==> src/rtl/can_rx_frame_ctrl.sv <==
// can_rx_frame_ctrl: sequences the CAN RX bit sampler for one standard-format
// (11-bit ID) frame, removes stuff bits, parses ID/RTR/IDE/r0/DLC/data and
// publishes either the decoded frame or a one-cycle error pulse.
module can_rx_frame_ctrl #(
  parameter int unsigned clk_speed_MHz      = 100,
  parameter int unsigned can_bit_rate_Kbits = 1000,
  parameter int unsigned timeout_bits       = 2
) (
  input  logic        clk,
  input  logic        rst,
  input  logic        rx,
  input  logic        sample_bit,
  input  logic        sample_valid,
  output logic        sample_en,
  output logic        busy,
  output logic [10:0] id,
  output logic        rtr,
  output logic [3:0]  dlc,
  output logic [63:0] data,
  output logic        frame_valid,
  output logic        stuff_err,
  output logic        form_err
);

  localparam int unsigned CPB      = clk_speed_MHz * 1000 / can_bit_rate_Kbits;
  localparam int unsigned WD_LIMIT = timeout_bits * CPB;
  localparam int unsigned WD_W     = $clog2(WD_LIMIT + 1);

  typedef enum logic [2:0] {S_IDLE, S_SOF, S_ARB, S_CTRL, S_DATA, S_DONE} state_t;

  state_t            state_q, state_d;
  logic              sync1_q, sync2_q, prev_q;
  logic              last_q, last_d;
  logic [2:0]        run_q, run_d;
  logic [6:0]        cnt_q, cnt_d;
  logic [6:0]        len_q, len_d;
  logic [WD_W-1:0]   wd_q, wd_d, wd_nxt;
  logic [10:0]       id_w_q, id_w_d;
  logic              rtr_w_q, rtr_w_d;
  logic [3:0]        dlc_w_q, dlc_w_d;
  logic [63:0]       data_w_q, data_w_d;
  logic [10:0]       id_q, id_d;
  logic              rtr_q, rtr_d;
  logic [3:0]        dlc_q, dlc_d;
  logic [63:0]       data_q, data_d;
  logic              frame_valid_q, frame_valid_d;
  logic              stuff_err_q, stuff_err_d;
  logic              form_err_q, form_err_d;
  logic              sample_en_q, sample_en_d;
  logic              busy_q, busy_d;
  logic              fall_c;
  logic              data_evt;
  logic [3:0]        dlc_full;
  logic [3:0]        nbytes;

  assign fall_c = prev_q & ~sync2_q;

  // Two-flop synchronizer plus one history flop for falling-edge detection
  always_ff @(posedge clk or posedge rst) begin
    if (rst) begin
      sync1_q <= 1'b1;
      sync2_q <= 1'b1;
      prev_q  <= 1'b1;
    end else begin
      sync1_q <= rx;
      sync2_q <= sync1_q;
      prev_q  <= sync2_q;
    end
  end

  // Next-state, destuffing, field parsing, watchdog and registered output values
  always_comb begin
    state_d       = state_q;
    last_d        = last_q;
    run_d         = run_q;
    cnt_d         = cnt_q;
    len_d         = len_q;
    id_w_d        = id_w_q;
    rtr_w_d       = rtr_w_q;
    dlc_w_d       = dlc_w_q;
    data_w_d      = data_w_q;
    id_d          = id_q;
    rtr_d         = rtr_q;
    dlc_d         = dlc_q;
    data_d        = data_q;
    frame_valid_d = 1'b0;
    stuff_err_d   = 1'b0;
    form_err_d    = 1'b0;
    data_evt      = 1'b0;
    dlc_full      = {dlc_w_q[2:0], sample_bit};
    nbytes        = 4'd0;
    wd_nxt        = wd_q + WD_W'(1);
    wd_d          = wd_q;

    unique case (state_q)
      S_IDLE: begin
        if (fall_c) begin
          state_d  = S_SOF;
          last_d   = 1'b1;
          run_d    = 3'd0;
          cnt_d    = 7'd0;
          len_d    = 7'd0;
          id_w_d   = 11'd0;
          rtr_w_d  = 1'b0;
          dlc_w_d  = 4'd0;
          data_w_d = 64'd0;
        end
      end
      S_SOF: begin
        if (sample_valid) begin
          if (!sample_bit) begin
            state_d = S_ARB;
            last_d  = 1'b0;
            run_d   = 3'd1;
          end else begin
            state_d = S_IDLE;
          end
        end
      end
      S_ARB, S_CTRL, S_DATA: begin
        if (sample_valid) begin
          if (run_q == 3'd5) begin
            if (sample_bit == last_q) begin
              stuff_err_d = 1'b1;
              state_d     = S_IDLE;
            end else begin
              last_d = sample_bit;
              run_d  = 3'd1;
            end
          end else begin
            data_evt = 1'b1;
            last_d   = sample_bit;
            run_d    = (sample_bit == last_q) ? run_q + 3'd1 : 3'd1;
          end
        end
      end
      S_DONE: state_d = S_IDLE;
      default: state_d = S_IDLE;
    endcase

    // Route each destuffed bit into the field currently being parsed
    if (data_evt) begin
      cnt_d = cnt_q + 7'd1;
      unique case (state_q)
        S_ARB: begin
          if (cnt_q < 7'd11) begin
            id_w_d = {id_w_q[9:0], sample_bit};
          end else begin
            rtr_w_d = sample_bit;
            cnt_d   = 7'd0;
            state_d = S_CTRL;
          end
        end
        S_CTRL: begin
          if (cnt_q == 7'd0) begin
            if (sample_bit) begin
              form_err_d = 1'b1;
              state_d    = S_IDLE;
            end
          end else if (cnt_q >= 7'd2) begin
            dlc_w_d = dlc_full;
            if (cnt_q == 7'd5) begin
              nbytes  = rtr_w_q ? 4'd0 : ((dlc_full > 4'd8) ? 4'd8 : dlc_full);
              len_d   = {nbytes, 3'b000};
              cnt_d   = 7'd0;
              state_d = (nbytes == 4'd0) ? S_DONE : S_DATA;
            end
          end
        end
        S_DATA: begin
          data_w_d[6'd63 - cnt_q[5:0]] = sample_bit;
          if (cnt_q == len_q - 7'd1) state_d = S_DONE;
        end
        default: ;
      endcase
    end

    // Watchdog: a sample_valid always clears it; expiry without one is a form error
    if (state_q inside {S_SOF, S_ARB, S_CTRL, S_DATA}) begin
      if (sample_valid) begin
        wd_d = '0;
      end else if (wd_nxt == WD_W'(WD_LIMIT)) begin
        wd_d       = '0;
        form_err_d = 1'b1;
        state_d    = S_IDLE;
      end else begin
        wd_d = wd_nxt;
      end
    end else begin
      wd_d = '0;
    end

    // Publish the working copies only when a frame completes
    if (state_d == S_DONE && state_q != S_DONE) begin
      frame_valid_d = 1'b1;
      id_d          = id_w_d;
      rtr_d         = rtr_w_d;
      dlc_d         = dlc_w_d;
      data_d        = data_w_d;
    end

    sample_en_d = state_d inside {S_SOF, S_ARB, S_CTRL, S_DATA};
    busy_d      = (state_d != S_IDLE);
  end

  // State, working and output registers
  always_ff @(posedge clk or posedge rst) begin
    if (rst) begin
      state_q       <= S_IDLE;
      last_q        <= 1'b0;
      run_q         <= 3'd0;
      cnt_q         <= 7'd0;
      len_q         <= 7'd0;
      wd_q          <= '0;
      id_w_q        <= 11'd0;
      rtr_w_q       <= 1'b0;
      dlc_w_q       <= 4'd0;
      data_w_q      <= 64'd0;
      id_q          <= 11'd0;
      rtr_q         <= 1'b0;
      dlc_q         <= 4'd0;
      data_q        <= 64'd0;
      frame_valid_q <= 1'b0;
      stuff_err_q   <= 1'b0;
      form_err_q    <= 1'b0;
      sample_en_q   <= 1'b0;
      busy_q        <= 1'b0;
    end else begin
      state_q       <= state_d;
      last_q        <= last_d;
      run_q         <= run_d;
      cnt_q         <= cnt_d;
      len_q         <= len_d;
      wd_q          <= wd_d;
      id_w_q        <= id_w_d;
      rtr_w_q       <= rtr_w_d;
      dlc_w_q       <= dlc_w_d;
      data_w_q      <= data_w_d;
      id_q          <= id_d;
      rtr_q         <= rtr_d;
      dlc_q         <= dlc_d;
      data_q        <= data_d;
      frame_valid_q <= frame_valid_d;
      stuff_err_q   <= stuff_err_d;
      form_err_q    <= form_err_d;
      sample_en_q   <= sample_en_d;
      busy_q        <= busy_d;
    end
  end

  assign sample_en   = sample_en_q;
  assign busy        = busy_q;
  assign id          = id_q;
  assign rtr         = rtr_q;
  assign dlc         = dlc_q;
  assign data        = data_q;
  assign frame_valid = frame_valid_q;
  assign stuff_err   = stuff_err_q;
  assign form_err    = form_err_q;

endmodule
==> config.mk <==
export PLATFORM = sky130hd
export DESIGN_NAME = can_rx_frame_ctrl
export DESIGN_NICKNAME = d
export VERILOG_FILES = /design/src/rtl/can_rx_frame_ctrl.sv
export SDC_FILE = /design/constraint.sdc
export NUM_CORES = 1
export LEC_CHECK = 0
export BUFFER_PORTS_ARGS = -buffer_cell sky130_fd_sc_hd__buf_2
export CAP_MARGIN = 20
export CORE_MARGIN = 4
export CORE_UTILIZATION = 30
export CTS_CLUSTER_SIZE = 8
export DETAILED_ROUTE_END_ITERATION = 8
export PLACE_DENSITY_LB_ADDON = 0.1
export SYNTH_ARGS = -nofsm -noshare
export SYNTH_HDL_FRONTEND = slang
export SYNTH_SLANG_ARGS = --single-unit
export TNS_END_PERCENT = 5
==> constraint.sdc <==
create_clock -name clk -period 6.2 [get_ports clk]
set_input_delay 0.62 -clock clk [delete_from_list [all_inputs] [get_ports clk]]
set_output_delay 0.62 -clock clk [all_outputs]
set_load 0.005 [all_outputs]
Word level (Yosys, flattened, before mapping)
Index checks and enable logic that the tools add are counted.
Storage, ports and cells
  bits in registers: 197
  word-level logic and storage cells: 160
  output and inout port bits: 85
  bits of input ports: 5
Operators by class
  bitwise logic cells: 2
  reduce and logical (&&, ||, !) cells: 14
  add/subtract/negate cells: 5
  $lt $le $gt $ge: 5
  equal/unequal tests: 20
  multiplexer cells: 92
Operators with widths (count)
  2-to-1 mux 64 bit: 4
  2-to-1 mux 7 bit: 14
  2-to-1 mux 3 bit: 22
  bitwise mux 64 bit: 1
  2-to-1 mux 11 bit: 5
  2-to-1 mux 4 bit: 8
  2-to-1 mux 1 bit: 28
  case mux 3 bit (3 select lines): 3
  2-to-1 mux 8 bit: 3
  case mux 7 bit (2 select lines): 1
  == test 3 x 2 -> 1 bit (second input constant): 4
  == test 3 bit (second input constant): 4
  adder 8 x 1 -> 8 bit (second input constant): 1
  == test 8 bit (second input constant): 1
  inequality test 2 bit (second input constant): 4
  nonzero test 4 bit: 2
  adder 7 x 1 -> 7 bit (second input constant): 1
  == test 7 x 3 -> 1 bit (second input constant): 1
  == test 7 bit: 1
  greater-or-equal comparator 7 x 2 -> 1 bit (second input constant): 1
  logical NOT 7 bit: 1
  < comparator 6 x 7 -> 1 bit (second input constant): 1
  < comparator 7 x 4 -> 1 bit (second input constant): 1
  subtractor 7 x 1 -> 7 bit (second input constant): 1
  other kinds (20): 25

Logic depth before layout (Yosys ltp)
  depth in word-level cells: 16
  mapped depth: 12
  depth with buffers taken out: 9

Worst setup path before layout
Ideal clock, no wire load.
  path type: register -> register
  start point: register len_q[0]
  end point: register data_q[10] (netlist: data[10])
  stages on the path, launching flop included: 13
  library setup time: 0.125 ns
  setup slack: 3.703 ns
  clock period less this slack: 2.497 ns
  path buffers: 3
  required time: 6.075 ns
  data arrival time: 2.372 ns
  cells stage by stage: dfrtp_1 > inv_1 > ha_1 > clkbuf_1 > o21ba_2 > a22oi_1 > o2111ai_1 > a221oi_2 > o22ai_2 > nor3_2 > buf_6 > buf_12 > mux2_4
Between the ends
  longest elaborated chain between the ends: 10
Ends and longest elaborated chain
  start, declared: RTL line 36  | logic [6:0] len_q, len_d;
  start signal, assigned: RTL line 233  | len_q <= len_d;
  subtractor 7 x 1 -> 7 bit *: RTL line 172  | if (cnt_q == len_q - 7'd1) state_d = S_DONE;
  == test 7 bit *: RTL line 172
  2-to-1 mux 3 bit *: RTL line 172
  case mux 3 bit (3 select lines) *: RTL line 144  | unique case (state_q)
  2-to-1 mux 3 bit *: RTL line 142  | if (data_evt) begin
  2-to-1 mux 3 bit: RTL line 182  | end else if (wd_nxt == WD_W'(WD_LIMIT)) begin
  2-to-1 mux 3 bit: RTL line 180  | if (sample_valid) begin
  2-to-1 mux 3 bit *: RTL line 179  | if (state_q inside {S_SOF, S_ARB, S_CTRL, S_DATA}) begin
  == test 3 bit *: RTL line 194  | if (state_d == S_DONE && state_q != S_DONE) begin
  logical AND 1 bit *: RTL line 194
  end signal, assigned: RTL line 242  | data_q <= data_d;
  end, declared: RTL line 45  | logic [63:0] data_q, data_d;
Mark *: on every way between the ends. The rest lies on a longest branch, timed or not.
A chain may end at the register's enable or synchronous reset.

Worst setup path in the final report
  start point: register state_q[0]
  end point: register id_q[9] (netlist: id[9])
Between the ends
  longest elaborated chain between the ends: 14
  elaborated cells between the ends (all ways): 32
  those cells by class: eq/ne: 6; mux: 22; reduce/logical: 4
Ends and longest elaborated chain
  start, declared: RTL line 31  | state_t state_q, state_d;
  start signal, assigned: RTL line 229  | state_q <= state_d;
  2-to-1 mux 3 bit: RTL line 123  | if (sample_bit == last_q) begin
  2-to-1 mux 3 bit: RTL line 122  | if (run_q == 3'd5) begin
  2-to-1 mux 3 bit: RTL line 121  | if (sample_valid) begin
  case mux 3 bit (3 select lines): RTL line 95  | unique case (state_q)
  2-to-1 mux 3 bit: RTL line 162  | if (cnt_q == 7'd5) begin
  2-to-1 mux 3 bit: RTL line 160  | end else if (cnt_q >= 7'd2) begin
  2-to-1 mux 3 bit: RTL line 155  | if (cnt_q == 7'd0) begin
  case mux 3 bit (3 select lines): RTL line 144
  2-to-1 mux 3 bit: RTL line 142
  2-to-1 mux 3 bit: RTL line 182
  2-to-1 mux 3 bit: RTL line 180
  2-to-1 mux 3 bit: RTL line 179
  == test 3 bit: RTL line 194
  logical AND 1 bit: RTL line 194
  end signal, assigned: RTL line 239  | id_q <= id_d;
  end, declared: RTL line 42  | logic [10:0] id_q, id_d;
Parallel ways exist; a longest one is shown, timed or not.

==> run summary <==
Counting every sink on the clock net gives 197. The worst setup path is of the register to register kind. The most common cell after layout, fill and taps aside is dfrtp_1. The headroom to the max-slew limit came out at 0.2691. The per-instance average area after synthesis is 11.74 sq um. The quantity of I/O buffers inserted on ports is 89. When the netlist entered floorplanning its net count stood at 783. The initial core utilization is 0.3047. The count of cells resized by post-cts repair is 0. The number of antenna violations at the first check in global routing came to 0. The clock-pin transition on the worst setup and hold timing paths is 0.08 ns.

The synthesized netlist cell count is 771. Once detail routing completed, the nets flagged for antenna violations numbered 0. The die is 181.7 microns tall.

The final weighted congestion in routability-driven placement came out at 0.7579. STA classifies the critical path endpoint as a register. In the layout the commonest cells are 194 x dfrtp_1, 142 x nand2_1, 89 x buf_2, 78 x mux2_4, 48 x o21ai_0. In the routed design, unresolved DRC markers number 0. Entering global routing, the biggest net connects 92 pins. Setup repair after global routing left no endpoint under its margin. The area added between synthesis and finish is 14.81%.

The number of buffers inserted for hold repair after clock tree synthesis is 0. The final cell count without fillers is 1,251. The worst clock skew on the final layout came out at 0.01528 ns. TritonCTS built the clock tree. The synthesized design contains 0 enable-type register cells. After detailed routing, the average wire length per cell comes to 17.20 microns. The flow ran to the end, and the final reports show no timing, DRC or antenna violations. The number of iterations in the first detailed-routing pass is 4.

For this run, the total global-route usage over all layers was measured as 0.1318. The largest fanout on the critical path came out at 53. The number of nets in the layout came out at 860.

Counting the fill cells in the layout gives 2,969. The placeable core region came out at 29,720 sq um. The time the final worst path needs with I/O delays and setup came out at 3.397 ns. The number of H-tree levels came out at 4.

Broken down by cell family, the worst path's largest delay share belongs to simple AND/OR/NAND/NOR gates. The full die area came out at 33,030 sq um. The part of the cycle the worst path needs came out at 0.5479. The first-pass GRT wire length is 34.71 mm. Clock tree synthesis selected as its root buffer the cell clkbuf_16. The number of vias per cell is 4.578.

Measured on the finished design, the core utilization comes to 0.3498. In this run the register-to-register setup slack is 2.80 ns. The number of diodes is 0. The delay of the slowest cell on the worst path came out at 0.77 ns. The overflow left after global routing came out at 0. The critical path data arrival time came out at 3.72 ns. The clock insertion delay at the later pin of the skew report came out at 0.43 ns. The flip-flop and latch count after synthesis came out at 197. The fraction of registers with async set/reset came out at 1.000.

Based on the critical path, the design can be clocked at up to 294.4 MHz. The final count of pins violating max slew came out at 0. The hold violation total from the final report is 0. Power spread over the standard cell area amounts to 273.5 nW/um^2. Across the run, the number of max-cap violations was 0. Pin placement for this block handled 90 I/O pins.

Summed over all cells, the static leakage comes to 0.005102 uW. The via count of the routed design came out at 5,727. The routed design has 21.52 mm of wire. Detailed placement finished with a half-perimeter wire length of 13.42 mm. The count of buffer and inverter cells on the critical path is 1. On the critical path, the stage with the largest delay is an instance of buf_4. Setup violations remaining at the end of the flow were counted as 0.

In the final layout, the multi-input gates occupy 3780 sq um. In this run, CTS created clock tree buffers numbering 17. The floorplan step set the die width to 181.7 microns. The critical path launch point type is a register. Traced cell by cell, the critical path runs through nor4_1, a21oi_1, a31oi_1, o22ai_2, nor3_4, buf_4, mux2_1. The share of layout cells above drive strength 1 came out at 0.2729. The netlist area before placement came out at 9055 sq um. The maximum buffer depth of the clock tree is 2. The count of standard-cell rows came out at 63.

The proportion of netlist area held by the largest area contributor is 0.5361. The placed cell count came out at 1,218. In this run the post-CTS setup repair buffer count came out at 0. Yosys printed 0 warnings. The transition time of the tightest slew-check pin is 1.094 ns. The maximum vdd drop came out at 0.1794 mV. The number of global-route vias before repair is 6,001.

In the post-synthesis netlist, the biggest area contributors are dfrtp_1 54%, mux2_4 13%, nand2_1 5.9%. The most used flip-flop cell after synthesis is dfrtp_1. The register cell area after layout is 4933 sq um. The total negative setup slack is 0 ns. STA puts the critical path data required time at 6.52 ns. The worst hold path belongs to the class primary input to async pin. Of all cell types, the one taking the most synthesized area is dfrtp_1. After the first detailed-routing iteration, the DRC count stood at 315.

Of the synthesized area, sequential elements account for 0.5448. The number of unique standard cell types used by synthesis is 62.
==> power breakdown <==
part / total (uW) / internal [uW] / switching (uW)
Sequential: 1390 / 1330 / 60.8
Combinational: 309 / 89.8 / 219
Clock: 1140 / 582 / 562
Total: 2840 / 2000 / 842
==> cells in the mapped netlist, types with 2 or more instances <==
master	n
and3b_1	2
nand2_1	143
buf_6	2
nand2b_1	6
buf_12	8
o21ai_1	10
nand3b_1	2
buf_1	3
a21oi_1	7
o31ai_1	6
nor2b_1	4
nor3_1	8
o21ai_0	48
nand3_1	46
xor2_1	6
inv_1	14
or2_2	2
dfrtp_1	194
dfstp_2	3
nor3b_1	4
buf_2	6
a21o_1	2
mux2i_1	39
nor3_2	5
and2_1	6
o22ai_1	2
nand4_1	6
mux2_4	78
nor2_1	30
xnor2_1	10
and3_1	7
a31oi_1	2
mux2_1	2
clkbuf_1	22
ha_1	7
nor4_2	3
==> state kept, by name, summed over array words and instances, names as in the netlist <==
register and count:
wd_q 8, state_q 3, data 64, frame_valid 1, stuff_err 1, len_q 7
last_q 1, dlc_w_q 4, sample_en 1, rtr_w_q 1, sync2_q 1, dlc 4
rtr 1, data_w_q 64, sync1_q 1, form_err 1, busy 1, cnt_q 7
prev_q 1, run_q 3, id 11, id_w_q 11
==> stage by stage <==
step / worst slack, ns / hold WS [ns] / total power, uW / area [sq um]
finish: 2.803 / 0.2485 / 2843 / 10400
global route: 2.547 / 0.2521 / 2989 / 10400
CTS: 2.757 / 0.2587 / 2891 / 10390
detailed placement: 2.413 / 0.3544 / 1730 / 9774
global placement: 2.499 / 0.3518 / 1731 / 9774
floorplan: 0.2160 / 0.3452 / 1639 / 9055
==> metal layers <==
layer  global-route usage  vias up  share of wire
met3              0.02464        8          0.020
li1                     -     2812              -
met4              0.02732        0         0.0071
met5                    0        -              0
met2               0.2081       67           0.47
met1               0.1903     2840           0.51
==> cell type report <==
class	instances	area share
clock buffers	17	0.04092
well taps	390	0.04694
multi-input cells	519	0.3636
clock inverters	15	0.01817
flip-flops and latches	197	0.4745
inverters	14	0.005777
repair buffers	99	0.05007
==> logic make-up (layout without fill, tap and decap cells) <==
family / after synthesis / in the layout / synth area share
adder cells (fa/ha/maj): 7 / 7 / 0.009672
AND/OR/NAND/NOR: 282 / 282 / 0.1494
XOR/XNOR: 17 / 17 / 0.01796
multiplexers: 119 / 119 / 0.1749
buffers and inverters: 55 / 145 / 0.03966
flip-flops: 197 / 197 / 0.5448
AO/OA/AOI/OAI: 94 / 94 / 0.06356
==> path summary, 6_finish.rpt <==
path	start	to	depth (start not counted)
max	state_q[0]	id[9]	7
min	rst	data[5]	2
max reg2reg	state_q[0]	id[9]	7
min reg2reg	sync1_q	sync2_q	0
max in group asynchronous	rst	data[62]	3
min in group clk	rx	sync1_q	1
==> worst register-to-register path, cell delays in order (launching register included) <==
cell and delay (ns):
dfrtp_1 0.53, nor4_1 0.73, a21oi_1 0.22, a31oi_1 0.30
o22ai_2 0.16, nor3_4 0.14, buf_4 0.77, mux2_1 0.44
No activity file was read; power rests on OpenSTA's default activity.
